File: src/rtl/sram_like_arbiter.sv
// sram_like_arbiter: merges the instruction and data SRAM-like master ports
// into one SRAM-like port toward the memory side. Requests are arbitrated one
// at a time. An in-order owner FIFO steers each response back to the port that
// issued the request. At most OUTSTANDING requests may be accepted but not yet
// answered.
// Optional feature: define SRAM_ARB_ROUND_ROBIN_EN to make simultaneous
// requests alternate between the ports. When it is undefined, data always
// wins over inst.
module sram_like_arbiter #(
    parameter int OUTSTANDING = 2
) (
    input  logic        clk,
    input  logic        resetn,

    input  logic        inst_req,
    input  logic [1:0]  inst_size,
    input  logic [31:0] inst_addr,
    output logic [31:0] inst_rdata,
    output logic        inst_addr_ok,
    output logic        inst_data_ok,

    input  logic        data_req,
    input  logic        data_wr,
    input  logic [1:0]  data_size,
    input  logic [31:0] data_addr,
    input  logic [31:0] data_wdata,
    output logic [31:0] data_rdata,
    output logic        data_addr_ok,
    output logic        data_data_ok,

    output logic        mem_req,
    output logic        mem_wr,
    output logic [1:0]  mem_size,
    output logic [31:0] mem_addr,
    output logic [31:0] mem_wdata,
    input  logic [31:0] mem_rdata,
    input  logic        mem_addr_ok,
    input  logic        mem_data_ok
);

    localparam int CW = $clog2(OUTSTANDING + 1);
    localparam int PW = (OUTSTANDING > 1) ? $clog2(OUTSTANDING) : 1;
    localparam logic [CW-1:0] COUNT_MAX = CW'(OUTSTANDING);
    localparam logic [PW-1:0] PTR_LAST  = PW'(OUTSTANDING - 1);

    // Owner encoding: 0 = inst, 1 = data.
    logic [OUTSTANDING-1:0] owner_fifo;
    logic [PW-1:0]          wr_ptr;
    logic [PW-1:0]          rd_ptr;
    logic [CW-1:0]          count;
    logic                   lock_valid;
    logic                   lock_owner;

    logic full;
    logic both_pick;
    logic grant_owner;
    logic grant_req;
    logic accept;
    logic pop;
    logic head_owner;

    function automatic logic [PW-1:0] ptr_next(input logic [PW-1:0] p);
        return (p == PTR_LAST) ? '0 : p + 1'b1;
    endfunction

    // Acceptance is blocked while full, even if a pop happens in the same
    // cycle. This keeps the full check independent of mem_data_ok.
    assign full = (count == COUNT_MAX);

`ifdef SRAM_ARB_ROUND_ROBIN_EN
    logic rr_last;

    // Remember which port won the most recent accept; a tie goes to the other one.
    always_ff @(posedge clk or negedge resetn) begin
        if (!resetn)
            rr_last <= 1'b0;
        else if (accept)
            rr_last <= grant_owner;
    end

    assign both_pick = ~rr_last;
`else
    assign both_pick = 1'b1;
`endif

    // Pick the owner of the memory port: a held lock first, then the tie rule.
    always_comb begin
        grant_owner = 1'b0;
        if (lock_valid)
            grant_owner = lock_owner;
        else if (inst_req && data_req)
            grant_owner = both_pick;
        else
            grant_owner = data_req;
    end

    assign grant_req = grant_owner ? data_req : inst_req;

    assign mem_req   = resetn & ~full & grant_req;
    assign mem_wr    = resetn & grant_owner & data_wr;
    assign mem_size  = resetn ? (grant_owner ? data_size : inst_size) : 2'b00;
    assign mem_addr  = resetn ? (grant_owner ? data_addr : inst_addr) : 32'h0;
    assign mem_wdata = (resetn && grant_owner) ? data_wdata : 32'h0;

    assign accept       = mem_req & mem_addr_ok;
    assign inst_addr_ok = accept & ~grant_owner;
    assign data_addr_ok = accept & grant_owner;

    // A response that arrives while nothing is outstanding is dropped.
    assign head_owner   = owner_fifo[rd_ptr];
    assign pop          = resetn & mem_data_ok & (count != '0);
    assign inst_data_ok = pop & ~head_owner;
    assign data_data_ok = pop & head_owner;

    assign inst_rdata = resetn ? mem_rdata : 32'h0;
    assign data_rdata = resetn ? mem_rdata : 32'h0;

    // Owner FIFO: push on accept, pop on a counted response.
    always_ff @(posedge clk or negedge resetn) begin
        if (!resetn) begin
            owner_fifo <= '0;
            wr_ptr     <= '0;
            rd_ptr     <= '0;
            count      <= '0;
        end else begin
            if (accept) begin
                owner_fifo[wr_ptr] <= grant_owner;
                wr_ptr             <= ptr_next(wr_ptr);
            end
            if (pop)
                rd_ptr <= ptr_next(rd_ptr);
            if (accept && !pop)
                count <= count + 1'b1;
            else if (pop && !accept)
                count <= count - 1'b1;
        end
    end

    // Hold the grant on a pending request so mem_addr stays stable until it is accepted.
    always_ff @(posedge clk or negedge resetn) begin
        if (!resetn) begin
            lock_valid <= 1'b0;
            lock_owner <= 1'b0;
        end else begin
            lock_valid <= mem_req & ~mem_addr_ok;
            lock_owner <= grant_owner;
        end
    end

endmodule

File: config.mk
export PLATFORM = sky130hd
export DESIGN_NAME = sram_like_arbiter
export DESIGN_NICKNAME = d
export VERILOG_FILES = /design/src/rtl/sram_like_arbiter.sv
export SDC_FILE = /design/constraint.sdc
export NUM_CORES = 1
export LEC_CHECK = 0
export BUFFER_PORTS_ARGS = -buffer_cell sky130_fd_sc_hd__buf_2
export CAP_MARGIN = 15
export CELL_PAD_IN_SITES_DETAIL_PLACEMENT = 1
export CELL_PAD_IN_SITES_GLOBAL_PLACEMENT = 2
export CORE_ASPECT_RATIO = 1.4
export CORE_UTILIZATION = 12
export CTS_BUF_LIST = sky130_fd_sc_hd__clkbuf_4
export DETAILED_ROUTE_END_ITERATION = 8
export GPL_ROUTABILITY_DRIVEN = 0
export PLACE_DENSITY_LB_ADDON = 0.2
export SLEW_MARGIN = 20
export SYNTH_ARGS = -nofsm -noshare
export SYNTH_HDL_FRONTEND = slang
export SYNTH_SLANG_ARGS = --single-unit
File: constraint.sdc
create_clock -name clk -period 3.7 [get_ports clk]
set_clock_uncertainty 0.2 [all_clocks]
set_input_delay 0.185 -clock clk [delete_from_list [all_inputs] [get_ports clk]]
set_output_delay 0.185 -clock clk [all_outputs]
set_load 0.01 [all_outputs]
==> results of run 1 <==
[timing repair]
action	4_1_cts	5_1_grt
hold endpoints to repair	1	0
setup endpoints to repair	0	0
hold buffers	1	0
[how the worst max path moves through the flow]
stage               startpoint            to  slack, ns  depth (start not counted)
floorplan           lock_valid      count[1]       1.77                          8
global placement        resetn  mem_addr[31]       1.35                          5
detailed placement      resetn  mem_addr[31]       1.31                          5
CTS                 lock_valid  mem_addr[17]       1.12                          6
global route        lock_valid  mem_addr[17]       0.97                          6
finish              lock_valid  mem_addr[17]       1.22                          6
[power by group]
part           switching (mW)  total (mW)  leakage (nW)  internal, mW
Combinational           0.249       0.473          1.83         0.224
Sequential             0.0369       0.162        0.0956         0.126
Clock                  0.0329      0.0702        0.0138        0.0373
[cell usage after synthesis, types with 2 or more instances]
master / number / area [um2]
xnor2_1: 3 / 26.3
xor2_1: 2 / 17.5
and3_1: 33 / 206
o41ai_1: 2 / 17.5
buf_2: 5 / 25.0
and2_1: 32 / 200
mux2i_1: 2 / 20.0
nand2_1: 71 / 267
inv_1: 2 / 7.51
buf_4: 32 / 240
dfrtp_1: 8 / 200
nor2_1: 5 / 18.8
nor3_1: 2 / 10.0
a21boi_0: 34 / 255
clkbuf_1: 16 / 60.1
nor2b_1: 2 / 12.5
[sequential cells by signal (all words and copies together), names as in the netlist]
register    cells
count           2
lock_owner      1
lock_valid      1
owner_fifo      2
rd_ptr          1
wr_ptr          1
[per-layer routing]
layer / share of wire (%) / wire length (um) / up-vias
met3: 9.6 / 809 / 13
met5: 0 / 0 / -
met2: 55 / 4650 / 160
met1: 33 / 2790 / 1146
met4: 2.1 / 173 / 0
li1: - / - / 1280
[kinds of logic (layout without fill, tap and decap cells)]
group                    after synthesis  count (layout)
AND/OR/NAND/NOR                      149             149
buffers and inverters                 57             285
AO/OA/AOI/OAI                         40              40
flip-flops                             8               8
XOR/XNOR                               5               5
multiplexers                           2               2
adder cells (fa/ha/maj)                1               1
other                                  0               1
[per-stage QoR]
step | power (mW) | cells | util, % | cell area (um2)
2_1_floorplan | 0.447 | 262 | - | 1670
3_5_place_dp | 0.649 | 668 | 22.0 | 2980
5_1_grt | 0.775 | 673 | 22.3 | 3010
6_report | 0.705 | 673 | 22.3 | 3010
4_1_cts | 0.723 | 672 | 22.3 | 3010
3_3_place_gp | 0.644 | 668 | 22.0 | 2980
[final cells by class]
type	instances	area (um2)
timing repair buffer	279	1410
multi-input combinational	197	1140
antenna	1	2.50
fill	1778	10500
inverter	3	11.3
sequential	8	200
tap	182	228
clock buffer	3	22.5
==> flow_summary_export.csv, run 1 <==
group,metric,value,unit
routing,drtIter0Drc,44,
worst_setup_path,rr_worst_depth,8,
timing,fin_crit,2.48,ns
logic_synthesis,synthCells,262,
logic_synthesis,yosys_register_bits,8,
worst_setup_path,path_class,"flip-flop to primary output",
cts,cts-root-buf,"clkbuf_4",
global_route,track_usage,10.5,%
logic_synthesis,ys.flop_type,"dfrtp_1",
worst_hold_path,hp-class,"input pin to asynchronous set/reset pin",
timing,relSlewSlack,67.3,%
worst_setup_path,path_max_fanout,51,
logic_synthesis,synthSimpleGateAreaFrac,44.5,%
placement,dp_slack,1.31,ns
global_route,grtUsageMet2,21.7,%
die,dieArea,14400,um2
timing,max_freq,0.403,GHz
logic_synthesis,ys_seq_area_share,12.0,%
cts,numClockSinks,8,
worst_setup_path,reg2reg_from,"lock_valid",
worst_setup_path,max_stage_delay,0.47,ns
run,cap_viol_max_count,0,
logic_synthesis,synth_area,1670,um2
worst_setup_path,critPathCaptureType,"primary output",
die,placementRows,50,
logic_synthesis,async_flop_share,100,%
die,die_y,142,um
cts,cts_setup_buffers,0,
global_route,grt_use_met1,9.77,%
routing,drt_wl_total,8420,um
placement,io_buffers,274,
timing,grt_setup_unrepaired,"no",
cts,clock_path_buffers,2,
timing,setup_tns,0,ns
cts,clk_pin_slew_worst_paths,0.06,ns
die,core,13500,um2
routing,viasPerCell,3.86,
cells_and_area,drive_gt1_share,58.0,%
cells_and_area,area_growth_syn_to_layout,80.1,%
timing,hold_viol_final,0,
worst_setup_path,cp_data_arrival_time,2.10,ns
global_route,gr-total-overflow,0,
cells_and_area,nets,632,
logic_synthesis,synthMuxAreaShare,1.20,%
cts,ctsResizeCount,0,
worst_setup_path,crit_chain,"mux2i_4, inv_2, buf_4, nand2_1, a21boi_0, buf_2",
die,io_pins,275,
timing,finalSetupViolCount,0,
logic_synthesis,yosys_warnings,0,
worst_setup_path,critPathLaunchType,"flip-flop",
pwr,p_per_area,234,nW/um2
routing,drc,0,
logic_synthesis,synth_cell_types,27,
routing,vias,2599,
logic_synthesis,synth_edf_count,0,
worst_setup_path,required,3.31,ns
timing,whs,0.0420,ns
die,initial_utilization,12.4,%
worst_setup_path,crit_family,"buffers and inverters",
worst_setup_path,crit_slowest_cell,"buf_4",
timing,tightestPinTransition,0.490,ns
cells_and_area,layout_common_cells,"buf_2, nand2_1, a21boi_0",
worst_setup_path,r2r_slack,1.44,ns
routing,drt_pre_antenna_iters,4,
logic_synthesis,synth_top_family_by_area,"simple AND/OR/NAND/NOR gates",
global_route,grt_pass1_vias,2489,
global_route,busiest_layer,"met2",
cells_and_area,layout_commonest_cell,"buf_2",
global_route,grt_pass1_wl,12000,um
pwr,power.leakage,1.94,nW
logic_synthesis,synth_fa_ha_area_share,0.748,%
logic_synthesis,synth_xor_area_share,2.62,%
global_route,grt_use_met3,1.72,%
pwr,peakVddDrop,0.0868,mV
worst_setup_path,timing.rr.end,"count[1]",
cts,cts_tree,"done",
worst_setup_path,worst-path-buf-inv,3,
global_route,grt_max_degree,71,
cts,cts_made_buffers,3,
timing,setup_slack,1.22,ns
die,dieWidth,102,um
status,status,"complete, no violations",
timing,period_share,67.1,%
cts,clk_latency,0.26,ns
placement,dp_hpwl,6930,um
timing,slew_viol_final,0,
routing,avgRoutedWirePerCell,12.5,um
cts,ctsHtreeMaxLevel,1,
logic_synthesis,syn_nets,402,
logic_synthesis,synth.avg_cell_area,6.38,um2
routing,antenna_left,0,
global_route,antenna_found_initial,1,
logic_synthesis,synth_compound_area_share,18.2,%
Note: power is estimated with default switching activity, not from simulation.
==> run 2, diff against run 1 <==
Settings changed: ABC_AREA set to 1, CORE_UTILIZATION 12 to 10.
Clock period 3.7 ns to 2.2 ns, I/O delays scaled along.
==> run 2 against run 1 <==
Compared with the run above: the flow now finishes with violations (DRC); sequential share of layout area down 0.18 points; non-clock buffer count is 4 higher; clock power up 67%; count of clock-buffer cells in the layout did not move; sequential power up 59%; power rose by 77%; register-to-register slack worse by 1.2 ns; routed wire length increased by 4.8%; synthesized cell count rose by 28%; flip-flop and latch count did not move.
==> flow_summary_export.csv, run 2 <==
group,metric,value,unit
worst_hold_path,worstHoldPathCells,3,
logic_synthesis,yosys-top-cells-count,"nor2_1, inv_1, nand2_1",
placement,dp_hpwl,7330,um
routing,avgRoutedWirePerCell,11.4,um
pwr,p_per_area,403,nW/um2
placement,post-place-cells,771,
worst_setup_path,reg2reg_from,"count[0]",
worst_setup_path,path_class,"flip-flop to primary output",
worst_setup_path,critPathLaunchType,"flip-flop",
run,cap_viol_max_count,0,
placement,placed_cell_area,3040,um2
global_route,grtUsageMet2,20.0,%
routing,drc,36,
logic_synthesis,synth_most_common_cell,"nor2_1",
timing,max_freq,0.492,GHz
status,status,"complete, but fails checks",
logic_synthesis,synth.largest_area_cell,"nor2_1",
routing,drt_pre_antenna_iters,6,
cells_and_area,area_growth_syn_to_layout,82.3,%
logic_synthesis,async_flop_share,100,%
timing,tightestPinTransition,0.359,ns
global_route,grt_use_met1,8.94,%
cells_and_area,drive_gt1_share,50.6,%
logic_synthesis,synthTopCellsByArea,"nor2_1, inv_1, buf_4",
cts,clk_latency,0.26,ns
timing,fin_crit,2.03,ns
logic_synthesis,ys.flop_type,"dfrtp_1",
worst_hold_path,hp-class,"input pin to flip-flop",
status,violations,"DRC",
routing,vias,2788,
worst_hold_path,min-delay-start,"inst_req",
global_route,antenna_found_initial,0,
die,io_pins,275,
cts,cts_tree,"done",
die,dieWidth,112,um
global_route,grt_max_degree,78,
cells_and_area,stdcell_count,777,
die,initial_utilization,10.2,%
cells_and_area,fin_area,3100,um2
cts,ctsHtreeMaxLevel,1,
timing,relSlewSlack,76.1,%
logic_synthesis,synth.avg_cell_area,5.06,um2
global_route,grt_use_met3,1.36,%
logic_synthesis,syn_nets,476,
cts,numClockSinks,8,
global_route,grt_pass1_vias,2740,
logic_synthesis,yosys_warnings,0,
cts,cts_setup_buffers,0,
routing,drtIter0Drc,68,
logic_synthesis,synthCells,336,
cells_and_area,fin_util,18.6,%
routing,viasPerCell,3.59,
global_route,busiest_layer,"met2",
timing,setup_tns,0,ns
die,placementRows,56,
die,core,16700,um2
worst_setup_path,path_max_fanout,40,
worst_hold_path,holdPathEnd,"lock_valid",
die,die_y,156,um
placement,io_buffers,274,
logic_synthesis,yosys_register_bits,8,
cts,cts_made_buffers,3,
timing,period_share,92.4,%
timing,hold_viol_final,0,
worst_setup_path,critPathCaptureType,"primary output",
routing,drt_wl_total,8820,um
global_route,grt_pass1_wl,13000,um
logic_synthesis,ys_seq_area_share,11.8,%
logic_synthesis,netlist.area_leader.share,23.9,%
cts,clock_path_buffers,2,
worst_setup_path,rr_worst_depth,10,
pwr,peakVddDrop,0.119,mV
cells_and_area,layout_commonest_cell,"buf_2",
cts,clk_pin_slew_worst_paths,0.05,ns
global_route,gr-total-overflow,0,
cells_and_area,nets,715,
cells_and_area,layout_common_cells,"buf_2, nor2_1, inv_1",
worst_setup_path,r2r_slack,0.24,ns
pwr,power.leakage,2.25,nW
worst_setup_path,required,1.89,ns
logic_synthesis,synth_area,1700,um2
cells_and_area,top_regs,"count x2, owner_fifo x2",
worst_setup_path,timing.rr.end,"count[1]",
worst_setup_path,cp_data_arrival_time,1.72,ns
logic_synthesis,synth_edf_count,0,
timing,finalSetupViolCount,0,
logic_synthesis,synth_cell_types,22,
die,dieArea,17500,um2
timing,grt_setup_unrepaired,"yes",
global_route,track_usage,9.23,%
timing,slew_viol_final,0,
routing,antenna_left,0,
cts,cts-root-buf,"clkbuf_4",
## run 2: cell types whose count changed after synthesis, sizes merged, moves of 13 or more
cell    delta
clkbuf    -13
inv       +70
and3      -33
nor2     +104
a21boi    -34
and2      -32
o21ai     +35
nand2     -25
## run 2: per-layer routing
metal,wire [um],part of all wire (%)
met5,0,0
met4,21,0.24
met3,692,7.8
met2,5050,57
met1,3060,35
## run 2: what timing repair did
| item | 4_1_cts | 5_1_grt |
|---|---|---|
| hold buffers | 2 | 0 |
| pin swaps | 0 | 0 |
| setup endpoints to repair | 6 | 31 |
| gates resized for setup | 1 | 2 |
| hold endpoints to repair | 11 | 0 |
| gates cloned | 0 | 0 |
## run 2: how the worst max path moves through the flow
| stage | start | cells past startpoint | to |
|---|---|---|---|
| after CTS | lock_valid | 8 | mem_addr[0] |
| after global routing | resetn | 12 | count[1] |
| after global placement | count[0] | 10 | count[1] |
| after floorplan | lock_valid | 11 | count[1] |
| final | lock_valid | 8 | mem_addr[0] |
| after detailed placement | count[0] | 10 | count[1] |
## run 2: per-stage QoR
step | worst slack, ns | hold WS [ns] | power (mW)
floorplan | 0.301 | -0.386 | 0.782
global placement | 0.258 | -0.0346 | 1.13
detailed placement | 0.244 | -0.0298 | 1.14
global route | -0.0183 | 0.106 | 1.39
CTS | 0.0776 | 0.0369 | 1.28
finish | 0.167 | 0.0369 | 1.25
## run 2: layout make-up
cell class / instances / area (um2)
antenna: 1 / 2.50
clock buffer: 3 / 22.5
fill: 2228 / 13600
inverter: 73 / 274
multi-input combinational: 206 / 877
sequential: 8 / 200
tap: 203 / 254
timing repair buffer: 283 / 1470
## run 2: cells by family after synthesis
kind of cell,Yosys count,share of synthesized area (%)
buffers and inverters,122,36.6
AO/OA/AOI/OAI,39,11.6
AND/OR/NAND/NOR,163,37.7
XOR/XNOR,3,1.55
adder cells (fa/ha/maj),1,0.736
flip-flops,8,11.8
## run 2: critical path: stages (launching register included)
cell and delay [ns]:
dfrtp_1 0.39, nand2_1 0.13, nand2_2 0.09, buf_8 0.19
inv_2 0.08, buf_6 0.21, nor2_1 0.06, nor2_1 0.13
buf_2 0.15
## run 2: report_power, final
group	internal (mW)	total [mW]	switching [mW]
combinational	0.374	0.875	0.501
clock	0.0627	0.117	0.0540
sequential	0.210	0.258	0.0475
total	0.647	1.25	0.603
